[config.mk]
export PLATFORM = sky130hd
export DESIGN_NAME = fpalu_result_collector
export DESIGN_NICKNAME = d
export VERILOG_FILES = /design/src/rtl/fpalu_result_collector.sv
export SDC_FILE = /design/constraint.sdc
export NUM_CORES = 1
export LEC_CHECK = 0
export CELL_PAD_IN_SITES_DETAIL_PLACEMENT = 0
export CELL_PAD_IN_SITES_GLOBAL_PLACEMENT = 1
export CORE_UTILIZATION = 46
export DETAILED_ROUTE_END_ITERATION = 16
export PLACE_DENSITY = 0.79
export SYNTH_ARGS = -nofsm -noshare
export SYNTH_HDL_FRONTEND = slang
export SYNTH_SLANG_ARGS = --single-unit
[constraint.sdc]
create_clock -name clk -period 2.4 [get_ports clk]
set_input_delay 0.36 -clock clk [delete_from_list [all_inputs] [get_ports clk]]
set_output_delay 0.36 -clock clk [all_outputs]
set_load 0.01 [all_outputs]
[src/rtl/fpalu_result_collector.sv]
// Classifies and buffers aluunit results in a first-word-fall-through FIFO drained by valid/ready.
// Optional macro FPRC_NAN_STATS_EN builds the saturating NaN capture counter behind nan_cnt.
module fpalu_result_collector #(
    parameter int DEPTH = 4,
    parameter int OP_W  = 3
) (
    input  logic                     clk,
    input  logic                     rst_n,
    input  logic                     in_valid,
    input  logic [OP_W-1:0]          in_op,
    input  logic [31:0]              in_z,
    input  logic                     in_gr,
    input  logic                     in_ls,
    input  logic                     in_eq,
    output logic                     out_valid,
    input  logic                     out_ready,
    output logic [OP_W-1:0]          out_op,
    output logic [31:0]              out_z,
    output logic [2:0]               out_flags,
    output logic [2:0]               out_class,
    output logic [$clog2(DEPTH):0]   count,
    output logic                     overflow,
    input  logic                     clr_ovf,
    output logic [15:0]              nan_cnt
);

    localparam int AW = $clog2(DEPTH);
    localparam logic [OP_W-1:0] IDLE_OP = OP_W'(3'b110);

    logic [31:0]     mem_z     [DEPTH];
    logic [OP_W-1:0] mem_op    [DEPTH];
    logic [2:0]      mem_flags [DEPTH];
    logic [2:0]      mem_class [DEPTH];

    logic [AW-1:0] wr_ptr;
    logic [AW-1:0] rd_ptr;

    logic       capture;
    logic       full;
    logic       pop;
    logic       push;
    logic       drop;
    logic [2:0] in_class;
    logic       in_is_nan;

    logic [7:0]  exp_f;
    logic [22:0] frac_f;

    assign exp_f  = in_z[30:23];
    assign frac_f = in_z[22:0];

    always_comb begin
        in_class = 3'b000;
        if (exp_f == 8'h00) begin
            in_class = (frac_f == '0) ? 3'b001 : 3'b010;
        end else if (exp_f == 8'hFF) begin
            if (frac_f == '0)
                in_class = 3'b011;
            else if (frac_f[22])
                in_class = 3'b100;
            else
                in_class = 3'b101;
        end
    end

    assign in_is_nan = (in_class == 3'b100) || (in_class == 3'b101);

    assign capture   = in_valid && (in_op != IDLE_OP);
    assign out_valid = (count != '0);
    assign full      = (count == (AW+1)'(DEPTH));
    assign pop       = out_valid && out_ready;
    // Push at full is only legal when the head leaves in the same cycle.
    assign push      = capture && (!full || pop);
    assign drop      = capture && full && !pop;

    always_ff @(posedge clk) begin
        if (push) begin
            mem_z[wr_ptr]     <= in_z;
            mem_op[wr_ptr]    <= in_op;
            mem_flags[wr_ptr] <= {in_gr, in_ls, in_eq};
            mem_class[wr_ptr] <= in_class;
        end
    end

    always_ff @(posedge clk or negedge rst_n) begin
        if (!rst_n) begin
            wr_ptr   <= '0;
            rd_ptr   <= '0;
            count    <= '0;
            overflow <= 1'b0;
        end else begin
            if (push)
                wr_ptr <= wr_ptr + AW'(1);
            if (pop)
                rd_ptr <= rd_ptr + AW'(1);
            case ({push, pop})
                2'b10:   count <= count + (AW+1)'(1);
                2'b01:   count <= count - (AW+1)'(1);
                default: count <= count;
            endcase
            if (drop)
                overflow <= 1'b1;
            else if (clr_ovf)
                overflow <= 1'b0;
        end
    end

    assign out_z     = mem_z[rd_ptr];
    assign out_op    = mem_op[rd_ptr];
    assign out_flags = mem_flags[rd_ptr];
    assign out_class = mem_class[rd_ptr];

`ifdef FPRC_NAN_STATS_EN
    logic [15:0] nan_q;

    // Dropped NaNs still count; a clear restarts from this cycle's capture.
    always_ff @(posedge clk or negedge rst_n) begin
        if (!rst_n) begin
            nan_q <= '0;
        end else if (clr_ovf) begin
            nan_q <= (capture && in_is_nan) ? 16'd1 : 16'd0;
        end else if (capture && in_is_nan && (nan_q != '1)) begin
            nan_q <= nan_q + 16'd1;
        end
    end

    assign nan_cnt = nan_q;
`else
    logic unused_nan;
    assign unused_nan = in_is_nan;
    assign nan_cnt    = '0;
`endif

endmodule

==> metrics.md, run 1 <==
| Metric | Value |
|---|---|
| Final period utilization | ~100% |
| Startpoint types | register |
| Later-pin clock latency in the skew report | 420 ps |
| WP data arrival | about 2000 ps |
| Most used routing layer | met2 |
| Max Buffers Root-to-Sink | 2 |
| Area delta synth->final | 28.0% |
| Die area | 15,200 um2 |
| Non-Filler Instances | roughly 630 |
| Layout cells sized above 1 | between 20% and 30% |
| Drt total wl | roughly 12,000 um |
| Post-synthesis register bit count | roughly 170 |
| Peak supply drop | around 0.00052 V |
| Status | completed |
| Post-synthesis instance area | just under 7000 um2 |
| Worst hold path type | in -> async |
| Initial core utilization | 48.0% |
| DIE WIDTH | 123 um |
| Final hold violation count | 0 |
| Iteration-0 DRC Markers | ~230 |
| Total gr overflow | 0 |
| Detailed Place HPWL | approximately 8000 um |
| Hold Worst Slack | ~230 ps |
| Slowest CP cell | dfrtp_4 |
| TritonRoute pass-1 iters | 4 |
| Die height | between 100 and 150 um |
| CTS H-tree depth | 4 |
| Syn_area_per_cell | between 20 and 25 um2 |
| Vias in the first global route | about 3,500 |
| Post-synth EDFFs | approximately 160 |
| Crit-path max cell delay | approximately 520 ps |
| PwrDens | ~1200 nW/um2 |
| Max cap viols | 0 |
| RSZ-0062 raised after global routing | yes |
| CTS tree | done |
| DRC Markers | 0 |
| Routability-driven placement congestion ratio | ~0.81 |
| Final setup vio count | 0 |
| Global-route wire length before repair | between 15,000 and 20,000 um |
| DRT antenna net count | 0 |
| DR vias/cell | 5.24 |
| Cell variety after synth | 41 |
| Routed WL per cell | a little under 20 um |
| WP data required | 2040 ps |
| Crit Reg-Reg Startpoint | count[0] |
| Fmax | about 0.43 GHz |
| Final nets | 482 |
| CTS buffer count | 17 |
| Ant. Diodes | 0 |
| M3 GR Usage | under 10% |
| Worst setup path startpoint | rd_ptr[0] |
| CP Max Fanout | 9 |
| Slew Limit Fails | 0 |
| Clk_skew | approximately 5.9 ps |
| I/O Buffers | 88 |
| Initial antenna violation count | 0 |
| Crit path cell chain | buf_4 > buf_12 > mux4_2 > dlygate4sd2_1 |
| Final Util | 61.4% |
| Top FF cell, synth | edfxtp_1 |
| Critical Path End Type | output pin |
| DP Area | roughly 8000 um2 |
| Post-synth ARST share | 4.65% |
| Mapped Cells | around 310 |
| Leak | about 3 nW |
| Rows | 43 |
| Clk sink count | 172 |
| Post-synthesis sequential area ratio | around 76% |
| GRT Util Overall | around 18% |
| Crit Path Category | reg -> out |
| Via count | approximately 3,300 |
| Post-CTS Hold Buffers | 0 |
| Met1 GRT Util | a little under a quarter |
| Yosys warnings | 0 |
| Final Cell Area | 8660 um2 |
| Period minus WS final | approximately 2300 ps |
| Core box area | between 10,000 and 15,000 um2 |
| Largest net degree at the start of global routing | 35 |
| Root buf cell | clkbuf_16 |
| Number of top-level pins | ~110 |
| DP Cell Count | between 500 and 600 |
| Clk slew on worst S/H paths | around 60 ps |
| Routing usage on met2 | roughly 28% |
cells in the mapped netlist (2+ instances only):
library cell | instances | area share [%]
edfxtp_1 | 164 | 73
mux4_2 | 41 | 14
buf_4 | 20 | 2.2
dfrtp_1 | 8 | 3.0
nor4_1 | 7 | 0.65
inv_1 | 5 | 0.28
nand2_1 | 5 | 0.28
and2_1 | 4 | 0.37
buf_2 | 4 | 0.30
ha_1 | 4 | 0.74
nand4_1 | 4 | 0.37
nor2_1 | 4 | 0.22
clkbuf_1 | 3 | 0.17
xnor2_1 | 3 | 0.39
a21oi_1 | 2 | 0.15
and2_4 | 2 | 0.26
buf_6 | 2 | 0.33
mux2i_1 | 2 | 0.30
nand3_1 | 2 | 0.15
nor3_1 | 2 | 0.15
o21ai_0 | 2 | 0.15
or3_1 | 2 | 0.18
what timing repair did:
item / CTS / global route
endpoints found under the setup margin: 41 / 12
resized for setup: 41 / 11
buffers inserted: 7 / 1
cloned: 1 / 1
flip-flops by register name, summed over array words and instances, names as in the netlist:
signal	count
count	3
mem_class	12
mem_flags	12
mem_op	12
mem_z	128
overflow	1
rd_ptr	2
wr_ptr	2
layer usage:
metal	part of all wire [%]	vias to the layer above
li1	-	1502
met1	43	1665
met2	49	103
met3	6.5	16
met4	1.4	0
met5	0	-
worst max-delay path: cells and delay by family (launching register included):
kind	cells	cell delay, ps
muxes	1	430
buffers and inverters	3	600
DFF	1	520
stage by stage:
step / worst slack, ps / power (mW) / TNS, ps
after CTS: 11.5 / 10.2 / 0
after global routing: -8.06 / 10.6 / -36.0
after detailed placement: 112 / 7.70 / 0
after floorplan: 117 / 5.99 / 0
final: 57.0 / 10.1 / 0
after global placement: 159 / 7.64 / 0
placed cells by master, fill, tap and decap left out, types with 3 or more instances in the layout:
master	count
mux4_2	41
nor2_1	4
clkbuf_16	18
nand4_1	4
clkinv_4	5
buf_12	10
dlygate4sd2_1	32
clkdlybuf4s15_1	8
inv_1	5
conb_1	16
nor4_1	7
xnor2_1	3
ha_1	4
clkinv_2	6
clkdlybuf4s50_1	47
edfxtp_1	164
and2_2	4
buf_4	17
dfrtp_1	6
nand2_1	5
path summary, 6_finish.rpt:
kind,cells after the start,slack (ps),to
setup / recovery,4,60,out_op[0]
hold / removal,1,230,overflow
setup reg to reg,6,340,count[1]
hold reg to reg,1,590,wr_ptr[1]
max in group asynchronous,1,1850,rd_ptr[0]
min in group clk,1,580,mem_flags[2][1]
report_power, final:
group          internal (mW)  leakage, nW  switching, mW
Combinational           1.87         1.12           1.59
Sequential              3.89         1.60          0.164
Clock                   1.53        0.286           1.10
cell families after synthesis:
logic type / share of synthesized area, %
flops: 75.8
mux: 14.1
simple gates: 3.59
buf+inv: 3.29
compound gates: 1.63
fa+ha+maj: 1.04
xor+xnor: 0.518
other cells: 0.0554
layout make-up:
class | instances | area [um2]
Clock inverter | 15 | 150
Tap cell | 180 | 225
Multi-Input combinational cell | 120 | 1480
Timing Repair Buffer | 118 | 1230
Sequential cell | 172 | 5130
Inverter | 5 | 18.8
Fill cell | 1033 | 5440
Clock buffer | 17 | 425
Power figures use the tool's default switching activity.
==> run 2, diff against run 1 <==
--- a/config.mk
+++ b/config.mk
@@ -7,9 +7,9 @@
 export LEC_CHECK = 0
 export CELL_PAD_IN_SITES_DETAIL_PLACEMENT = 0
 export CELL_PAD_IN_SITES_GLOBAL_PLACEMENT = 1
-export CORE_UTILIZATION = 46
+export CORE_UTILIZATION = 40
 export DETAILED_ROUTE_END_ITERATION = 16
-export PLACE_DENSITY = 0.79
+export PLACE_DENSITY = 0.7
 export SYNTH_ARGS = -nofsm -noshare
 export SYNTH_HDL_FRONTEND = slang
 export SYNTH_SLANG_ARGS = --single-unit
==> metrics.md, run 2 (same netlist as run 1, synthesis figures left out) <==
| Metric | Value |
|---|---|
| Crit Path Category | reg -> out |
| Clk slew on worst S/H paths | 60 ps (about the same) |
| R2R depth | 6 (unchanged) |
| DRC Markers | 0 (unchanged) |
| P_int | 7.35 mW (+0.96%) |
| Total gr overflow | 0 (unchanged) |
| Rows | 47 (+9.3%) |
| Crit Reg-Reg Startpoint | count[0] |
| Core box area | 16,500 um2 (+17%) |
| DIE WIDTH | 132 um (+7.1%) |
| Commonest non-fill, non-tap cells in the layout | 164 x edfxtp_1, 48 x clkdlybuf4s50_1, 41 x mux4_2 |
| Vias in the first global route | 3,545 (+1.1%) |
| Area delta synth->final | 28.9% |
| Sequential cell area | 5130 um2 (about the same) |
| Startpoint types | register |
| Reg2Reg Setup Slack | 370 ps (+30 ps) |
| Detailed Place HPWL | 8490 um (+8.0%) |
| CTS tree | done |
| DP Area | 8110 um2 (+1.3%) |
| Later-pin clock latency in the skew report | 410 ps (about the same) |
| Initial core utilization | 40.9% (-7.1 points) |
| Largest net degree at the start of global routing | 25 (-29%) |
| Routed WL per cell | 19.2 um (-3.2%) |
| CP Depth | 2 (-2) |
| Reg-to-reg endpoint | count[1] |
| Sw Pwr | 2.83 mW (-0.94%) |
| Crit path cell chain | mux4_2 > clkdlybuf4s50_1 |
| Final nets | 485 (+0.62%) |
| Ant. Diodes | 0 (unchanged) |
| Initial antenna violation count | 0 (unchanged) |
| I/O Buffers | 88 (unchanged) |
| Sequential share of power | 40.0% (about the same) |
| Max Buffers Root-to-Sink | 2 (unchanged) |
| Clk sink count | 172 (unchanged) |
| Global-route wire length before repair | 20,000 um (+4.1%) |
| Worst setup path startpoint | rd_ptr[0] |
| Final setup vio count | 0 (unchanged) |
| Fmax | 0.428 GHz (+0.40%) |
| Biggest register | mem_z |
| Worst setup path end | out_z[3] |
| Final hold violation count | 0 (unchanged) |
| Commonest non-fill, non-tap cell in the layout | edfxtp_1 |
| Slew Limit Fails | 0 (unchanged) |
| Die area | 17,400 um2 (+15%) |
| Comb pwr share | 33.7% (-0.4 points) |
| Clk_skew | 3.95 ps (-1.97 ps) |
| Routability-driven placement congestion ratio | 0.763 (-5.3%) |
| Critical Path End Type | output pin |
| Crit-path max cell delay | 550 ps (+30 ps) |
| Slowest CP cell | mux4_2 |
| TritonRoute pass-1 iters | 4 (unchanged) |
| Net Sw Frac | 27.8% (-0.38 points) |
| Crit path max-delay family | multiplexers |
| CTS H-tree depth | 4 (unchanged) |
| Die height | 132 um (+7.1%) |
| Final period utilization | 97.2% (-0.38 points) |
| PwrDens | 1170 nW/um2 (-0.27%) |
| Final Util | 52.8% (-8.7 points) |
| Worst hold path type | in -> async |
| Layout cells sized above 1 | 27.6% (+0.49 points) |
| CP Buf/Inv Count | 1 (-2) |
| Status | completed |
| Max cap viols | 0 (unchanged) |
| # fillers | 1,304 (+26%) |
| RSZ-0062 raised after global routing | no |
| Number of top-level pins | 105 (unchanged) |
| CTS buffer count | 17 (unchanged) |
| Sum of negative setup slack | 0 ps (unchanged) |
| Clock power share | 26.3% (+0.4 points) |
| DR vias/cell | 5.00 (-4.7%) |
| Root buf cell | clkbuf_16 |
| Iteration-0 DRC Markers | 201 (-13%) |
| WP data required | 2040 ps (about the same) |
| CP Max Fanout | 7 (-2) |
| Period minus WS final | 2330 ps (-9.22 ps) |
| Leak | 2.99 nW (-0.48%) |
| DRT antenna net count | 0 (unchanged) |
| Peak supply drop | 0.000649 V (+25%) |
| Drt total wl | 12,800 um (+3.4%) |
| Final Cell Area | 8720 um2 (+0.69%) |
| Max FFs per register | 128 (unchanged) |
| WP data arrival | 1970 ps (about the same) |
| Via count | 3,347 (+1.9%) |
| GRT Util Overall | 15.7% (-2.1 points) |
| Area of the multi-input gates | 1480 um2 (unchanged) |
==> run 2: worst min-delay path by stage <==
stage | start | endpoint | slack, ps | depth (start not counted)
after floorplan | rst_n | count[0] | 60 | 0
after global placement | wr_ptr[1] | wr_ptr[1] | 550 | 1
after detailed placement | wr_ptr[1] | wr_ptr[1] | 580 | 1
after CTS | rst_n | count[0] | 230 | 1
after global routing | rst_n | count[0] | 250 | 1
final | rst_n | count[0] | 240 | 1
==> run 2: through the flow <==
stage | hold slack [ps] | setup WS [ps] | power [mW] | instances
2_1_floorplan | 64.4 | 117 | 5.99 | 326
3_3_place_gp | 547 | 133 | 7.77 | 629
3_5_place_dp | 576 | 61.0 | 7.83 | 629
4_1_cts | 225 | 1.07 | 10.4 | 670
5_1_grt | 253 | 2.69 | 10.7 | 670
6_report | 236 | 66.2 | 10.2 | 670
==> run 2: area by class of cell <==
cell class                 instances  share of cell area [%]
clock inverter                    13                    1.72
timing repair buffer             121                    14.1
sequential                       172                    58.9
multi-input combinational        120                    16.9
tap                              220                    3.16
inverter                           5                   0.215
clock buffer                      19                    4.96
==> run 2: timing repair <==
| action | CTS | global route |
|---|---|---|
| hold buffers | 0 | 0 |
| setup endpoints to repair | 41 | 12 |
| gates resized for setup | 55 | 12 |
| buffers inserted | 9 | 0 |
| hold endpoints to repair | 0 | 0 |
==> run 2: worst register-to-register path, stage by stage, from the launching register on <==
cell	delay, ps
dfrtp_1	450
or3_4	420
and2_4	190
nand2_1	80
fa_1	450
a311oi_2	200
a221o_1	180
==> run 2: power by group through the flow <==
| stage | clock (mW) | combinational (mW) | sequential [mW] |
|---|---|---|---|
| after floorplan | 0 | 1.91 | 4.07 |
| final | 2.68 | 3.43 | 4.07 |
| after detailed placement | 0 | 3.62 | 4.20 |
| after CTS | 2.73 | 3.54 | 4.08 |
| after global routing | 2.85 | 3.70 | 4.12 |
| after global placement | 0 | 3.61 | 4.16 |
==> run 2: per-layer routing <==
layer / wire length (um) / vias up / GRT usage [%]
met5: 0 / - / 0
met4: 129 / 0 / 6.01
met3: 671 / 9 / 4.23
met2: 6510 / 106 / 25.8
met1: 5520 / 1725 / 20.1
li1: - / 1507 / -
